**src/rtl/auto_driver.sv**
```systemverilog
// Autonomous right-hand-rule maze walker: debounces the four obstacle detectors
// and drives Engine command levels from a timed Moore FSM.
module auto_driver #(
    parameter int DEBOUNCE_CYCLES = 2,
    parameter int STOP_CYCLES     = 50_000_000,
    parameter int TURN_CYCLES     = 90_000_000,
    parameter int SETTLE_CYCLES   = 60_000_000,
    parameter int CNT_W           = 32
) (
    input  logic       clk,
    input  logic       rst_n,
    input  logic       enable,
    input  logic       front_detector,
    input  logic       left_detector,
    input  logic       right_detector,
    input  logic       back_detector,
    output logic       throttle,
    output logic       clutch,
    output logic       brake,
    output logic       reverse,
    output logic       left,
    output logic       right,
    output logic [2:0] state_o
);

    typedef enum logic [2:0] {
        IDLE      = 3'd0,
        FORWARD   = 3'd1,
        STOP      = 3'd2,
        TURN_R    = 3'd3,
        TURN_L    = 3'd4,
        TURN_BACK = 3'd5,
        SETTLE    = 3'd6,
        STUCK     = 3'd7
    } state_e;

    localparam int DB_W = $clog2(DEBOUNCE_CYCLES + 1);
    localparam logic [DB_W-1:0]  DB_TERM     = DB_W'(DEBOUNCE_CYCLES - 1);
    localparam logic [CNT_W-1:0] STOP_TERM   = CNT_W'(STOP_CYCLES - 1);
    localparam logic [CNT_W-1:0] TURN_TERM   = CNT_W'(TURN_CYCLES - 1);
    localparam logic [CNT_W-1:0] BACK_TERM   = CNT_W'(2 * TURN_CYCLES - 1);
    localparam logic [CNT_W-1:0] SETTLE_TERM = CNT_W'(SETTLE_CYCLES - 1);

    // bit order everywhere: 0 front, 1 left, 2 right, 3 back
    logic [3:0]      raw_s;
    logic [3:0]      sync1_q, sync2_q;
    logic [3:0]      det_q, det_d;
    logic [DB_W-1:0] db_cnt_q [4];
    logic [DB_W-1:0] db_cnt_d [4];

    state_e          state_q, state_d;
    logic [CNT_W-1:0] cnt_q, cnt_d;
    logic throttle_q, throttle_d, clutch_q, clutch_d, brake_q, brake_d;
    logic left_q, left_d, right_q, right_d;

    assign raw_s = {back_detector, right_detector, left_detector, front_detector};

    // Debounce: a synchronised value must differ from det for DEBOUNCE_CYCLES edges in a row
    always_comb begin
        det_d = det_q;
        for (int i = 0; i < 4; i++) begin
            db_cnt_d[i] = '0;
            if (sync2_q[i] == det_q[i]) begin
                db_cnt_d[i] = '0;
            end else if (db_cnt_q[i] >= DB_TERM) begin
                det_d[i]    = sync2_q[i];
                db_cnt_d[i] = '0;
            end else begin
                db_cnt_d[i] = db_cnt_q[i] + DB_W'(1);
            end
        end
    end

    // Next-state logic for the maze walker
    always_comb begin
        state_d = state_q;
        if (!enable) begin
            state_d = IDLE;
        end else begin
            case (state_q)
                IDLE: state_d = FORWARD;
                FORWARD: begin
                    if (det_q[0] || !det_q[2] || !det_q[1]) state_d = STOP;
                    else                                    state_d = FORWARD;
                end
                STOP: begin
                    if (cnt_q >= STOP_TERM) begin
                        if      (!det_q[2]) state_d = TURN_R;
                        else if (!det_q[0]) state_d = SETTLE;
                        else if (!det_q[1]) state_d = TURN_L;
                        else if (!det_q[3]) state_d = TURN_BACK;
                        else                state_d = STUCK;
                    end else begin
                        state_d = STOP;
                    end
                end
                TURN_R, TURN_L: begin
                    if (cnt_q >= TURN_TERM) state_d = SETTLE;
                    else                    state_d = state_q;
                end
                TURN_BACK: begin
                    if (cnt_q >= BACK_TERM) state_d = SETTLE;
                    else                    state_d = TURN_BACK;
                end
                SETTLE: begin
                    // only a blocked front matters here; side openings are masked
                    if      (det_q[0])              state_d = STOP;
                    else if (cnt_q >= SETTLE_TERM)  state_d = FORWARD;
                    else                            state_d = SETTLE;
                end
                STUCK: begin
                    if (det_q != 4'b1111) state_d = STOP;
                    else                  state_d = STUCK;
                end
                default: state_d = IDLE;
            endcase
        end
    end

    // Phase counter and Moore output decode of the next state
    always_comb begin
        if (state_d != state_q) begin
            cnt_d = '0;
        end else if (cnt_q == {CNT_W{1'b1}}) begin
            cnt_d = cnt_q;
        end else begin
            cnt_d = cnt_q + CNT_W'(1);
        end
        throttle_d = 1'b0;
        clutch_d   = 1'b0;
        brake_d    = 1'b0;
        left_d     = 1'b0;
        right_d    = 1'b0;
        case (state_d)
            FORWARD, SETTLE: throttle_d = 1'b1;
            STOP, STUCK: begin
                brake_d  = 1'b1;
                clutch_d = 1'b1;
            end
            TURN_R:            right_d = 1'b1;
            TURN_L, TURN_BACK: left_d  = 1'b1;
            default:           throttle_d = 1'b0;
        endcase
    end

    // Detector synchroniser and debounce state
    always_ff @(posedge clk or negedge rst_n) begin
        if (!rst_n) begin
            sync1_q <= 4'b0000;
            sync2_q <= 4'b0000;
            det_q   <= 4'b0000;
            for (int i = 0; i < 4; i++) db_cnt_q[i] <= '0;
        end else begin
            sync1_q <= raw_s;
            sync2_q <= sync1_q;
            det_q   <= det_d;
            for (int i = 0; i < 4; i++) db_cnt_q[i] <= db_cnt_d[i];
        end
    end

    // FSM state, phase counter and registered command outputs
    always_ff @(posedge clk or negedge rst_n) begin
        if (!rst_n) begin
            state_q    <= IDLE;
            cnt_q      <= '0;
            throttle_q <= 1'b0;
            clutch_q   <= 1'b0;
            brake_q    <= 1'b0;
            left_q     <= 1'b0;
            right_q    <= 1'b0;
        end else begin
            state_q    <= state_d;
            cnt_q      <= cnt_d;
            throttle_q <= throttle_d;
            clutch_q   <= clutch_d;
            brake_q    <= brake_d;
            left_q     <= left_d;
            right_q    <= right_d;
        end
    end

    assign throttle = throttle_q;
    assign clutch   = clutch_q;
    assign brake    = brake_q;
    assign reverse  = 1'b0;
    assign left     = left_q;
    assign right    = right_q;
    assign state_o  = state_q;

endmodule
```
**config.mk**
```make
export PLATFORM = sky130hd
export DESIGN_NAME = auto_driver
export DESIGN_NICKNAME = d
export VERILOG_FILES = /design/src/rtl/auto_driver.sv
export SDC_FILE = /design/constraint.sdc
export NUM_CORES = 1
export LEC_CHECK = 0
export CORE_MARGIN = 2
export CORE_UTILIZATION = 60
export DETAILED_ROUTE_END_ITERATION = 12
export GPL_TIMING_DRIVEN = 0
export PLACE_DENSITY_LB_ADDON = 0.25
export SYNTH_ARGS = -nofsm -noshare
export SYNTH_HDL_FRONTEND = slang
export SYNTH_SLANG_ARGS = --single-unit
```
**constraint.sdc**
```tcl
create_clock -name clk -period 5.85 [get_ports clk]
set_input_delay 0.585 -clock clk [delete_from_list [all_inputs] [get_ports clk]]
set_output_delay 0.585 -clock clk [all_outputs]
set_load 0.01 [all_outputs]
```
# After elaboration in Yosys (flattened, before gate mapping)
# Index checks and enable logic that the tools add are counted.
dict set report totals {
  elab_cells 95
  in_bits 7
  regBits 59
}
dict set report classes {
  reduce_logical 13
  n_mux 27
  bitwise 4
  eq_ne 22
  addsub 5
  magnitude_cmp 8
}
# operator n
set ops {}
lappend ops {{$ge 32x26->1 const B} 2}
lappend ops {{$mux 32} 2}
lappend ops {{$add 32x1->32 const B} 1}
lappend ops {{$eq 32x32->1 const B} 1}
lappend ops {{$ge 32x27->1 const B} 1}
lappend ops {{$ge 32x28->1 const B} 1}
lappend ops {{$mux 2} 13}
lappend ops {{$eq 3x3->1 const B} 8}
lappend ops {{$mux 3} 7}
lappend ops {{$pmux 3 s7} 1}
lappend ops {{$eq 3x2->1 const B} 4}
lappend ops {{$add 2x1->2 const B} 4}
lappend ops {{$ge 2x1->1 const B} 4}
lappend ops {{$reduce_and 2->1} 4}
lappend ops {{$reduce_or 2->1} 4}
lappend ops {{$eq 3x1->1 const B} 2}
lappend ops {{$eq 1x1->1} 4}
lappend ops {{$mux 1} 4}
lappend ops {{$ne 4x4->1 const B} 1}
lappend ops {{$not 1->1} 4}
lappend ops {{$logic_not 3->1} 1}
lappend ops {{$ne 3x3->1} 1}
lappend ops {{$logic_not 1->1} 2}
lappend ops {{$logic_or 1x1->1} 2}
lappend ops {{$ne 2x2->1 const B} 1}

# Logic depth before layout (Yosys ltp)
# Gate-level depths: netlist (run 1).
dict set report depth {
  depth_word 10
  ltp_mapped 9
  mapped_depth_nobuf 9
}

# Worst setup path before layout (run 1)
# OpenSTA, ideal clock, no wires.
dict set report synth_timing {
  path_type {register to register}
  start {reg cnt_q[30]}
  end {reg cnt_q[13]}
  stages_incl_launch_ff 10
  synth_period_minus_slack_ps 2789
  arrival_ps 2694
  slack_ps 3061
  path_cell_list {dfrtp_1 -> or4_1 -> buf_2 -> or4_4 -> o41ai_2 -> a21o_2 -> nand4_2 -> o2bb2ai_2 -> buf_6 -> nor4_4}
}
dict set report synth_between {
  elab_chain_cells 7
}
# element line_no
set synth_rtl {}
lappend synth_rtl {{start: declaration} 52} ;# logic [CNT_W-1:0] cnt_q, cnt_d;
lappend synth_rtl {{start signal: assignment} 173} ;# cnt_q <= cnt_d;
lappend synth_rtl {{$ge 32x26->1} 108} ;# else if (cnt_q >= SETTLE_TERM) state_d = FORWARD;
lappend synth_rtl {{$mux 3} 108}
lappend synth_rtl {{$mux 3} 107} ;# if (det_q[0]) state_d = STOP;
lappend synth_rtl {{$pmux 3 s7} 80} ;# case (state_q)
lappend synth_rtl {{$mux 3} 77} ;# if (!enable) begin
lappend synth_rtl {{$ne 3x3->1} 122} ;# if (state_d != state_q) begin
lappend synth_rtl {{$ne 2x2->1 (no source line) or $mux 32 (tied branches)} -}
# Several ways; a longest one is shown, not always the timed one.
# A chain may end at the register's enable or synchronous reset.

# Worst setup path in the final report (run 1)
dict set report layout_timing {
  start {reg cnt_q[8]}
  end {reg cnt_q[4]}
}
# The elaborated chain is that of the path after synthesis.

==> results.cfg, run 1 <==
[clock_tree]
hold_buffers = 0
htreeDepth = 3
cts_buffer_depth = 2
cts.sinks = 59
clkTransAtPathRegs_ns = 0.06
cts.repair.resized = 0
post_cts_buffers = 0
cts_tree = built
numCtsBuffers = 9
cts-root-buf = clkbuf_8
clk_latency_ns = 0.35

[die]
pin_count = 16
core_area_sq_um = 6280
initial_core_util_pct = 61.2
fp.dieW_um = 84.0
die_y_um = 84.0
die_area_sq_um = 7060
row_count = 29

[cells_and_area]
num_antenna_cells = 0
drive_gt1_share_pct = 16.9
final_core_util_pct = 68.1
final_area_sq_um = 4270
nets = 437
synthToLayoutAreaGrowth_pct = 11.2
fillers = 522
final_cell_count_no_fill = 502

[sta]
final-hold-violation-count = 0
timing.final.crit_share_pct = 60.5
slew_headroom_pct = 36.9
rsz0062_at_grt = no
tns_ns = 0
tightest_slew_ns = 0.939
worst_slack_ns = 2.31
whs_ns = 0.263
report.final.slew_viol_count = 0
setup_viol = 0
finalCriticalPeriod_ns = 3.54
skew_ns = 0.0103
max_freq_mhz = 283

[synthesis]
synth_area_leaders = dfrtp_1 (38%), nor4_2 (9.4%), xnor2_1 (6.6%), nor3_1 (3.5%), ha_1 (2.9%)
synth-seq-cells = 59
syn_nets = 411
synth_top_area_cell = dfrtp_1
ys.flop_type = dfrtp_1
synth_edf_count = 0
yosysTopAreaCellShare_pct = 38.4
yosysSeqAreaShare_pct = 38.4
yosysUniqueCellTypes = 62
synthesis.instances = 395
syn_area_per_cell_sq_um = 9.73
syn_area_sq_um = 3840
yosysWarnings = 0
async_flop_share_pct = 100

[global_route]
grt_max_degree = 32
grt_pass1_vias = 3088
grt_antenna_before_repair = 0
grt_usage_pct = 25.6
overflow = 0
grt_pass1_wl_mm = 14.5

[pwr]
p_sw_share_pct = 34.0
clkPwrFrac_pct = 29.0
power.switching_mw = 0.401
p_int_mw = 0.779
combPwrFrac_pct = 29.9
finalPower_mw = 1.18
p_leak_nw = 1.59
ir_worst_vdd_v = 0.000198
power.density_nw_per_um2 = 276
seqPwrFrac_pct = 41.1

[worst_setup_path]
cp.required_ns = 6.07
crit_arrival_ns = 3.76
rrSetupSlack_ns = 2.31
r2r-start = cnt_q[8]
timing.rr.end = cnt_q[4]
endpoint_kind = flip-flop
startpoint = cnt_q[8]
setup.worst_path.class = flip-flop to flip-flop
critPathLaunchType = flip-flop
crit_fanout = 10
ff2ff_path_depth = 9
crit_chain = clkbuf_1, nand4_1, nor3_1, nand4_1, nor4_2, clkbuf_1, nand4b_1, xor2_1, nor4_2
cpPeakStageDelay_ns = 0.82
critPathSlowestCell = nor4_2

[placed_design]
placed_area_sq_um = 4100
place.gp.congestion = 0.875
dpl.cell_count = 487
place_ws_ns = 2.41
io_buffers = 14
hpwl_mm = 6.00

[detailed_routing]
drc = 0
first_iter_violations = 259
vias = 3177
wire_per_inst_um = 17.0
drt-vias-per-instance = 6.33
firstDrtPassIters = 4
antenna_left = 0
drt-total-wl_mm = 8.51

[status]
outcome = finished, final reports clean

[min_path]
min_path_type = primary input to asynchronous set/reset pin

[job]
cap_violations = 0
==> logic make-up (layout without fill, tap and decap cells) <==
kind of cell    count (synthesis)  count (layout)  share of synthesized area [%]
compound gates                 47              47                           9.21
xor+xnor                       36              36                           8.20
fa+ha+maj                       9               9                           2.93
buf+inv                        53              83                           6.18
flops                          59              59                           38.4
mux                             5               5                           1.43
other cells                     1               1                         0.0976
simple gates                  185             185                           33.5
==> state kept, by name (all words and copies together) (netlist names) <==
name      count
brake         1
throttle      1
left          1
cnt_q        32
det_q         4
sync1_q       4
right         1
state_o       3
db_cnt_q      8
sync2_q       4
==> layer usage <==
layer	wire, um	global-route usage (%)	part of all wire, %
met1	3630	33.7	43
met2	4230	41.6	50
met3	497	5.64	5.8
met4	146	9.24	1.7
met5	0	0	0
==> cell usage after synthesis (2+ instances only) <==
cell type / instances
buf_4: 2
nand4_1: 10
inv_1: 15
dfrtp_1: 59
nor4_2: 29
nor2_1: 12
nand3b_1: 5
mux2_2: 4
nand2_1: 27
xor2_1: 7
nor4bb_1: 2
clkbuf_1: 26
buf_2: 7
or4_1: 3
nor3_1: 27
o2111ai_1: 2
a21o_1: 5
a21oi_1: 7
nor4b_1: 5
and4_1: 2
buf_6: 3
xnor2_1: 29
a31oi_1: 4
ha_1: 9
o21ai_0: 5
and2_1: 8
nor4_1: 13
or3_1: 2
a21boi_0: 2
nand3_1: 14
o31ai_1: 2
nand4b_1: 4
nor4_4: 2
and3_1: 11
nand2b_1: 3
a31o_2: 2
==> layout make-up <==
cell class | instances | area (sq um) | area share [%]
Multi-Input combinational cell | 283 | 2130 | 49.8
Sequential cell | 59 | 1480 | 34.5
Buffer | 38 | 181 | 4.24
Clock buffer | 13 | 169 | 3.95
Timing Repair Buffer | 15 | 155 | 3.63
Tap cell | 77 | 96.3 | 2.25
Inverter | 15 | 56.3 | 1.32
Clock inverter | 2 | 10.0 | 0.234
==> how the worst max path moves through the flow <==
| stage | endpoint | depth (start not counted) | slack (ns) |
|---|---|---|---|
| 2_1_floorplan | cnt_q[13] | 9 | 3.06 |
| 3_3_place_gp | cnt_q[3] | 1 | 2.37 |
| 3_5_place_dp | cnt_q[4] | 9 | 2.41 |
| 4_1_cts | cnt_q[4] | 9 | 2.40 |
| 5_1_grt | cnt_q[4] | 9 | 2.04 |
| 6_report | cnt_q[4] | 9 | 2.31 |
==> power groups by stage <==
stage / sequential (mW) / combinational [mW] / clock [mW]
CTS: 0.485 / 0.356 / 0.344
floorplan: 0.488 / 0.261 / 0
global route: 0.491 / 0.394 / 0.361
global placement: 0.490 / 0.338 / 0
finish: 0.484 / 0.353 / 0.342
detailed placement: 0.493 / 0.354 / 0
==> worst max-delay path: cells and delay by family, from the launching register on <==
kind	cells	cell delay, ns
XOR/XNOR	1	0.22
buffers and inverters	2	0.85
flip-flops	1	0.32
AND/OR/NAND/NOR	6	2.01
==> placed cells by master (no fill, tap or decap), drive strengths merged, types with 3 or more instances in the layout <==
cell and instances:
nand3 14, nor4b 5, and2 8, xor2 7, nor2 12, buf 14, a21oi 7, or4 4
and3 11, dfrtp 59, nor4 44, nand4b 4, nand2b 3, a21o 6, xnor2 29, mux2 4
clkbuf 39, nand2 27, o21ai 6, nor3 27, ha 9, inv 15, nand4 11, clkdlybuf4s50 13
nand3b 5, a31oi 4
Power figures use the tool's default switching activity.
==> run 2, diff against run 1 <==
Clock period 5.85 ns to 3.7 ns, I/O delays scaled along.
==> run 2 against run 1 <==
Net effect:
- design area rose by 0.20%
- total power rose by 58%
- clock power rose by 57%
- non-clock buffer count did not move
- largest power group unchanged
- flip-flop and latch count did not move
- critical endpoint unchanged
==> results.cfg, run 2 (synthesized netlist as in run 1, its figures left out) <==
[global_route]
grt_usage_pct = 25.6
grt_busiest_layer = met2
grt.met3_usage_pct = 5.64
grt_antenna_before_repair = 0
use_met2_pct = 41.6
grt_max_degree = 32
grt_pass1_vias = 3088
met1_usage_pct = 33.7
grt_pass1_wl_mm = 14.5
overflow = 0

[sta]
max_freq_mhz = 303
final-hold-violation-count = 0
skew_ns = 0.00897
tns_ns = 0
report.final.slew_viol_count = 0
setup_viol = 0
tightest_slew_ns = 0.663
timing.final.crit_share_pct = 89.2
slew_headroom_pct = 55.8
rsz0062_at_grt = no
finalCriticalPeriod_ns = 3.30

[pwr]
power.density_nw_per_um2 = 435
ir_worst_vdd_v = 0.000297
p_leak_nw = 1.60

[clock_tree]
post_cts_buffers = 0
numCtsBuffers = 9
cts_tree = built
cts-root-buf = clkbuf_8
htreeDepth = 3
cts.sinks = 59
clkTransAtPathRegs_ns = 0.06
cts_buffer_depth = 2
clk_latency_ns = 0.35

[worst_setup_path]
crit_fanout = 10
setup.worst_path.class = flip-flop to flip-flop
startpoint = cnt_q[8]
r2r-start = cnt_q[8]
endpoint_kind = flip-flop
timing.rr.end = cnt_q[4]
crit_arrival_ns = 3.52
ff2ff_path_depth = 9
rrSetupSlack_ns = 0.40
crit_path_end = cnt_q[4]
critPathLaunchType = flip-flop
cp.required_ns = 3.92

[job]
cap_violations = 0

[placed_design]
dpl.cell_count = 487
place.gp.congestion = 0.875
io_buffers = 14
hpwl_mm = 6.00

[cells_and_area]
synthToLayoutAreaGrowth_pct = 11.4
final_cell_mix = dfrtp_1 (59), xnor2_1 (29), nor4_2 (28)
top_register = cnt_q
largest_registers = cnt_q: 32 flops, db_cnt_q: 8 flops
multiInputGateArea_sq_um = 2140
seq_area_sq_um = 1480
final_common_cell = dfrtp_1
nets = 437
drive_gt1_share_pct = 16.9
final_cell_count_no_fill = 502
fillers = 524
largest_reg_flops = 32
num_antenna_cells = 0

[die]
fp.dieW_um = 84.0
core_area_sq_um = 6280
initial_core_util_pct = 61.2
pin_count = 16
die_area_sq_um = 7060
row_count = 29
die_y_um = 84.0

[detailed_routing]
drc = 0
firstDrtPassIters = 5
first_iter_violations = 267
drt-total-wl_mm = 8.60
antenna_left = 0
wire_per_inst_um = 17.1
vias = 3199
drt-vias-per-instance = 6.37

[min_path]
min_path_type = primary input to asynchronous set/reset pin

[status]
outcome = finished, final reports clean
[run 2: changes by cell type in the layout (fill, tap and decap cells not counted)]
cell and delta:
nor4_4 +1, nor4_2 -1
[run 2: worst min-delay path by stage]
stage | cells past startpoint | slack [ns] | from | end
final | 1 | 0.05 | rst_n | sync2_q[1]
after global routing | 1 | 0.11 | rst_n | sync1_q[1]
after CTS | 1 | 0.08 | rst_n | sync1_q[1]
after detailed placement | 0 | 0.34 | sync1_q[1] | sync2_q[1]
after global placement | 0 | 0.34 | sync1_q[3] | sync2_q[3]
after floorplan | 0 | 0.07 | rst_n | brake
[run 2: critical path, stage by stage (launching register included)]
cell      delay, ns
dfrtp_1        0.32
clkbuf_1       0.36
nand4_1        0.23
nor3_1         0.45
nand4_1        0.28
nor4_4         0.58
clkbuf_1       0.47
nand4b_1       0.20
xor2_1         0.22
nor4_2         0.06
[run 2: power breakdown]
| group | switching, mW | internal [mW] |
|---|---|---|
| Clock | 0.245 | 0.292 |
| Combinational | 0.344 | 0.217 |
| Sequential | 0.0441 | 0.722 |
[run 2: per-layer routing]
metal	vias up	part of all wire (%)	wire [um]
met1	1536	43	3660
met3	22	6.4	549
met2	134	49	4210
met4	0	2.2	189
li1	1507	-	-
met5	-	0	0
[run 2: repair_timing]
action | in CTS | in global routing
gates resized for setup | 0 | 1
hold buffers | 0 | 0
endpoints found under the setup margin | 0 | 17
[run 2: cell type report]
class | count | area share (%)
Clock inverter | 2 | 0.234
Sequential cell | 59 | 34.5
Multi-Input combinational cell | 283 | 49.9
Tap cell | 77 | 2.25
Buffer | 38 | 4.24
Clock buffer | 13 | 3.94
Inverter | 15 | 1.31
Timing Repair Buffer | 15 | 3.62
[run 2: per-stage QoR]
step           hold WS, ns  total power [mW]  area [sq um]  util (%)  setup WS (ns)
2_1_floorplan       0.0744              1.18          3840         -          0.911
3_3_place_gp         0.335              1.31          4080      65.0          0.386
3_5_place_dp         0.339              1.34          4100      65.2          0.264
4_1_cts             0.0793              1.87          4270      68.1          0.249
5_1_grt              0.115              1.97          4280      68.2          0.105
6_report            0.0498              1.86          4280      68.2          0.400
